### src/rtl/risc_pkg.sv
// -----------------------------------------------------------------------------
// risc_pkg
// Definitions shared by the accumulator RISC CPU top and its boot-time program
// loader:
//   - loader_state_t : the loader's state encoding (IDLE, LEN, DATA, CSUM, RUN, ERR)
//   - MEM_DEPTH      : number of words in the program/data memory (32)
//   - MAX_LEN        : largest image length the loader accepts (32)
//   - CPU_RST_ACTIVE : level that holds the CPU in reset (active-high)
//   - len_legal()    : decides whether a length byte describes a loadable image
// -----------------------------------------------------------------------------
package risc_pkg;

  localparam int MEM_DEPTH = 32;
  localparam int MAX_LEN   = 32;

  // The CPU's rst input is active-high; the loader drives this level while
  // it owns the memory write port.
  localparam logic CPU_RST_ACTIVE = 1'b1;

  typedef enum logic [2:0] {
    ST_IDLE = 3'd0,
    ST_LEN  = 3'd1,
    ST_DATA = 3'd2,
    ST_CSUM = 3'd3,
    ST_RUN  = 3'd4,
    ST_ERR  = 3'd5
  } loader_state_t;

  // An image must hold at least one byte and must fit in memory.
  function automatic logic len_legal(input int len);
    return (len >= 1) && (len <= MAX_LEN) && (len <= MEM_DEPTH);
  endfunction

endpackage

### src/rtl/risc_prog_loader.sv
// -----------------------------------------------------------------------------
// risc_prog_loader
// Boot-time program loader for the accumulator RISC CPU. Receives a
// length-prefixed byte stream over a valid/ready link, writes the data bytes
// into program memory from address 0 upward and keeps the CPU in reset until a
// complete image has been written (and, when enabled, its checksum verified).
//
// Stream: LEN (1..32), LEN data bytes, then CSUM (sum of data mod 256) when the
// checksum is compiled in.
//
// Build option:
//   RISC_LOADER_CSUM_EN  defined   -> CSUM byte expected and verified
//                        undefined -> last data byte goes straight to RUN
//
// Ports:
//   clk       in   single clock, rising edge
//   rst       in   synchronous reset, active-low
//   start     in   one-cycle pulse that begins or restarts a load
//   s_valid   in   host byte valid
//   s_data    in   host byte
//   s_ready   out  loader accepts a byte this cycle (independent of s_valid)
//   mem_wr    out  registered write strobe, one cycle per data byte
//   mem_addr  out  registered write address
//   mem_data  out  registered write data
//   cpu_rst   out  CPU reset, active-high; low only once an image is running
//   done      out  image loaded and CPU released
//   err       out  load failed; sticky until the next start
// -----------------------------------------------------------------------------
module risc_prog_loader
  import risc_pkg::*;
#(
  parameter int ADDR_W = 5,
  parameter int DATA_W = 8
) (
  input  logic              clk,
  input  logic              rst,
  input  logic              start,
  input  logic              s_valid,
  input  logic [DATA_W-1:0] s_data,
  output logic              s_ready,
  output logic              mem_wr,
  output logic [ADDR_W-1:0] mem_addr,
  output logic [DATA_W-1:0] mem_data,
  output logic              cpu_rst,
  output logic              done,
  output logic              err
);

  // One extra bit so a full-memory length (2^ADDR_W) fits in the down-counter.
  localparam int REM_W = ADDR_W + 1;

  loader_state_t     r_state;
  logic [ADDR_W-1:0] r_addr;
  logic [REM_W-1:0]  r_remaining;
`ifdef RISC_LOADER_CSUM_EN
  logic [DATA_W-1:0] r_sum;
`endif

  logic              r_mem_wr;
  logic [ADDR_W-1:0] r_mem_addr;
  logic [DATA_W-1:0] r_mem_data;
  logic              r_cpu_rst;
  logic              r_done;
  logic              r_err;

  logic w_loading;
  logic w_hs;
  logic w_last;

  // Only the three stream-consuming states accept bytes, and a start pulse
  // always wins over a coincident byte so that byte is left for the host.
  assign w_loading = (r_state == ST_LEN) || (r_state == ST_DATA) || (r_state == ST_CSUM);
  assign s_ready   = w_loading & ~start;
  assign w_hs      = s_valid & s_ready;
  assign w_last    = (r_remaining == REM_W'(1));

  always_ff @(posedge clk) begin
    if (!rst) begin
      r_state     <= ST_IDLE;
      r_addr      <= '0;
      r_remaining <= '0;
`ifdef RISC_LOADER_CSUM_EN
      r_sum       <= '0;
`endif
      r_mem_wr    <= 1'b0;
      r_mem_addr  <= '0;
      r_mem_data  <= '0;
      r_cpu_rst   <= CPU_RST_ACTIVE;
      r_done      <= 1'b0;
      r_err       <= 1'b0;
    end else begin
      // Strobe is a single-cycle pulse per accepted data byte.
      r_mem_wr <= 1'b0;

      if (start) begin
        // Restart from any state. Memory contents are deliberately left alone.
        r_state   <= ST_LEN;
        r_addr    <= '0;
`ifdef RISC_LOADER_CSUM_EN
        r_sum     <= '0;
`endif
        r_cpu_rst <= CPU_RST_ACTIVE;
        r_done    <= 1'b0;
        r_err     <= 1'b0;
      end else if (w_hs) begin
        case (r_state)
          ST_LEN: begin
            if (len_legal(int'(s_data))) begin
              r_remaining <= REM_W'(s_data);
              r_addr      <= '0;
`ifdef RISC_LOADER_CSUM_EN
              r_sum       <= '0;
`endif
              r_state     <= ST_DATA;
            end else begin
              r_state <= ST_ERR;
              r_err   <= 1'b1;
            end
          end

          ST_DATA: begin
            r_mem_wr    <= 1'b1;
            r_mem_addr  <= r_addr;
            r_mem_data  <= s_data;
            // After the 32nd byte the address wraps to 0 internally; the state
            // leaves DATA at the same edge, so no write ever uses it.
            r_addr      <= r_addr + ADDR_W'(1);
            r_remaining <= r_remaining - REM_W'(1);
`ifdef RISC_LOADER_CSUM_EN
            r_sum       <= r_sum + s_data;
            if (w_last) begin
              r_state <= ST_CSUM;
            end
`else
            if (w_last) begin
              r_state   <= ST_RUN;
              r_cpu_rst <= ~CPU_RST_ACTIVE;
              r_done    <= 1'b1;
            end
`endif
          end

`ifdef RISC_LOADER_CSUM_EN
          ST_CSUM: begin
            if (s_data == r_sum) begin
              r_state   <= ST_RUN;
              r_cpu_rst <= ~CPU_RST_ACTIVE;
              r_done    <= 1'b1;
            end else begin
              r_state <= ST_ERR;
              r_err   <= 1'b1;
            end
          end
`endif

          default: begin
            // IDLE, RUN and ERR never see a handshake (s_ready is low).
          end
        endcase
      end
    end
  end

  assign mem_wr   = r_mem_wr;
  assign mem_addr = r_mem_addr;
  assign mem_data = r_mem_data;
  assign cpu_rst  = r_cpu_rst;
  assign done     = r_done;
  assign err      = r_err;

endmodule
### config.mk
export PLATFORM = sky130hd
export DESIGN_NAME = risc_prog_loader
export DESIGN_NICKNAME = d
export VERILOG_FILES = /design/src/rtl/risc_pkg.sv /design/src/rtl/risc_prog_loader.sv
export SDC_FILE = /design/constraint.sdc
export NUM_CORES = 1
export LEC_CHECK = 0
export CORE_MARGIN = 2
export CORE_UTILIZATION = 35
export DETAILED_ROUTE_END_ITERATION = 8
export GPL_TIMING_DRIVEN = 0
export PLACE_DENSITY = 0.66
export SLEW_MARGIN = 20
export SYNTH_ARGS = -nofsm -noshare
export SYNTH_HDL_FRONTEND = slang
export SYNTH_SLANG_ARGS = --single-unit
### constraint.sdc
create_clock -name clk -period 1.65 [get_ports clk]
set_input_delay 0.33 -clock clk [delete_from_list [all_inputs] [get_ports clk]]
set_output_delay 0.33 -clock clk [all_outputs]
set_load 0.1 [all_outputs]
==> impl_results.md <==
* Total GRT Usage at 16.5%
* Synth Area per Inst at 8.14 um2
* # rows at 23
* Clock power share at 39.8%
* Layout Nets at 242
* Antenna Nets Post-Route at 0
* Worst-Skew Late Latency at 270 ps
* Drt first-iter violations at 65
* Final worst slack at 72.3 ps
* Worst-path clk slew at 60 ps
* Worst-path cell chain: nor2_1, nor3_4, buf_6
* Top-level I/O count at 30
* Total wire length at 3.89 mm
* Tcrit/Tclk final at 95.6%
* Initial antenna violation count at 0
* Starting Density at 37.1%
* Switching Fraction at 24.3%
* Clk_skew at 2.08 ps
* Number of synthesized flops with an enable pin at 0
* Residual DRC count at 0
* Vias at 1,443
* Fmax at 0.634 GHz
* Max-Cap Viols at 0
* Worst path bufs/invs at 1
* Status: complete, no violations
* Rel. slew slack at 63.8%
* Leak at 0.757 nW
* CP required at 1320 ps
* Synth Register Bits at 31
* NetSw at 365 uW
* Worst EP arrival at 1250 ps
* Power share of the combinational group at 9.7%
* Htree depth at 2
* Area Overhead vs Synth at 38.8%
* RePlAce Congestion at 0.875
* CP Class: flip-flop to output port
* Pwr dens at 719 mW/mm2
* Final Hold Fails at 0
* Sink Count at 31
* Worst min path class: primary input to flip-flop
* CP peak stage delay at 480 ps
* Setup TNS at 0 ps
* Cts bufs inserted at 5
* CP Launch Point: r_state[0]
* Core Footprint at 0.00406 mm2
* Critical path peak fanout at 6
* Internal cell power at 1.14 mW
* Area of the die at 0.00484 mm2
* TritonRoute pass-1 iters at 4
* Delay-heaviest family, CP: flip-flops
* DP Area at 0.00186 mm2
* Post-route design area at 0.00209 mm2
* Vias in the first global route at 1,371
* Dpl hpwl at 2.63 mm
* CP Launch Type: flip-flop
* Main flop type after synthesis: dfxtp_1
* Peak VDD IR at 0.000416 V
* Final setup violation count at 0
* N_diodes at 0
* Layout cells sized above 1 at 30.0%
* CP endpoint kind: output port
* Worst r2r src: r_state[2]
* Async SR Flop Fraction at 0%
* Syn_nets at 200
* Die Y at 69.6 um
* First-pass GRT wire length at 6.45 mm
* Mapped Area at 0.00151 mm2
* Synthesized instance count at 185
* Post-DR wirelength/cell at 14.0 um
* Seq pwr share at 50.6%
* Final max-slew violation count at 0
* Pre-CTS setup slack at -883 ps
* Synth Warn # at 0
* Post-layout minimum cycle time at 1580 ps
* Clock Tree Buf Depth at 2
* Die width at 69.6 um
* Synth unique cells at 42
* Least-Margin Pin Slew at 546 ps
* Slowest cell on the critical path: dfxtp_1
* I/O Buffers at 28
* Hold_sp: s_data[7]
* Hold Buf Count CTS at 0
* Largest net degree at the start of global routing at 11
* Via density at 5.21
* Root Buffer: clkbuf_8
* CTS tree: done
* Seq/Total Area, Yosys at 41.2%
* Grt ovf at 0
-- synth_stat cells (2+ instances only) --
master,instances,share of area [%]
a21boi_1,13,6.5
a21oi_1,6,2.0
a31oi_1,4,1.7
buf_2,2,0.67
clkbuf_1,4,1.0
dfxtp_1,31,41
ha_1,3,2.5
inv_1,3,0.75
nand2_1,43,11
nand2b_1,2,0.83
nand3_1,5,1.7
nor2_1,19,4.7
nor2b_1,5,2.1
nor3_1,4,1.3
nor3b_2,2,1.7
o211ai_1,5,2.5
o21ai_0,4,1.3
o21ai_1,5,1.7
or4b_1,2,1.3
-- metal layers --
metal  up-vias  share of wire, %  GRT usage [%]
met3         4               5.2           4.22
met2        41                44           23.6
met1       672                50           23.9
met5         -                 0              0
met4         0              0.87           5.45
li1        726                 -              -
-- placed cells by master (no fill, tap or decap), types with 5 or more instances in the layout --
cell	netlist	layout
nand2_1	43	42
dfxtp_1	31	29
nor2_1	19	17
clkdlybuf4s15_2	0	17
a21boi_1	13	13
buf_4	0	7
clkbuf_8	0	6
clkbuf_2	0	6
nand3_1	5	5
a21oi_1	6	5
o211ai_1	5	5
-- flip-flops by register name, summed over array words and instances (netlist names) --
| signal | flops |
|---|---|
| mem_data | 8 |
| cpu_rst | 1 |
| r_addr | 5 |
| err | 1 |
| done | 1 |
| mem_addr | 5 |
| r_remaining | 6 |
| mem_wr | 1 |
| r_state | 3 |
-- path summary, 6_finish.rpt --
kind | end | slack (ps) | depth (start not counted)
hold reg to reg | cpu_rst | 440 | 2
setup reg to reg | r_remaining[5] | 110 | 4
setup / recovery | s_ready | 70 | 3
hold / removal | mem_data[7] | 330 | 3
-- what timing repair did --
action                                  in CTS  in global routing
endpoints found under the setup margin      45                 24
gates resized for setup                     79                 32
setup buffers                                1                  5
gates cloned                                 0                  1
pin swaps                                    2                  8
hold endpoints to repair                     0                  0
-- tightest hold or removal path, cell delays in order --
cell and delay [ps]:
clkbuf_2 120, nand2_1 60, a21boi_1 50
-- logic make-up (layout without fill, tap and decap cells) --
kind of cell / after synthesis / after routing / share of synthesized area (%)
and+or+nand+nor: 91 / 91 / 29.2
AOI/OAI and AO/OA: 48 / 48 / 23.1
DFF: 31 / 31 / 41.2
buffers and inverters: 11 / 53 / 3.41
adders and majority gates: 3 / 3 / 2.49
xor gates and xnor gates: 1 / 1 / 0.582
-- power groups by stage --
stage	sequential (mW)	clock [mW]	combinational, mW
2_1_floorplan	0.777	0	0.0708
3_3_place_gp	0.775	0	0.130
3_5_place_dp	0.775	0	0.130
4_1_cts	0.758	0.610	0.138
5_1_grt	0.759	0.640	0.157
6_report	0.759	0.597	0.145
-- final cells by class --
class,instances,area [um2]
Fill cell,393,1970
Multi-Input combinational cell,143,937
Sequential cell,31,623
Timing Repair Buffer,35,318
Clock buffer,6,82.6
Tap cell,50,62.6
Buffer,8,50.0
Inverter,3,11.3
Clock inverter,1,5.00
-- per-stage QoR --
step / hold slack (ps) / total power, mW / util (%) / instances
2_1_floorplan: 431 / 0.848 / - / 185
3_3_place_gp: 429 / 0.905 / 45.8 / 263
3_5_place_dp: 437 / 0.905 / 45.8 / 263
4_1_cts: 448 / 1.51 / 49.8 / 271
5_1_grt: 348 / 1.56 / 51.5 / 277
6_report: 332 / 1.50 / 51.5 / 277
(Power assumes the default switching activity.)
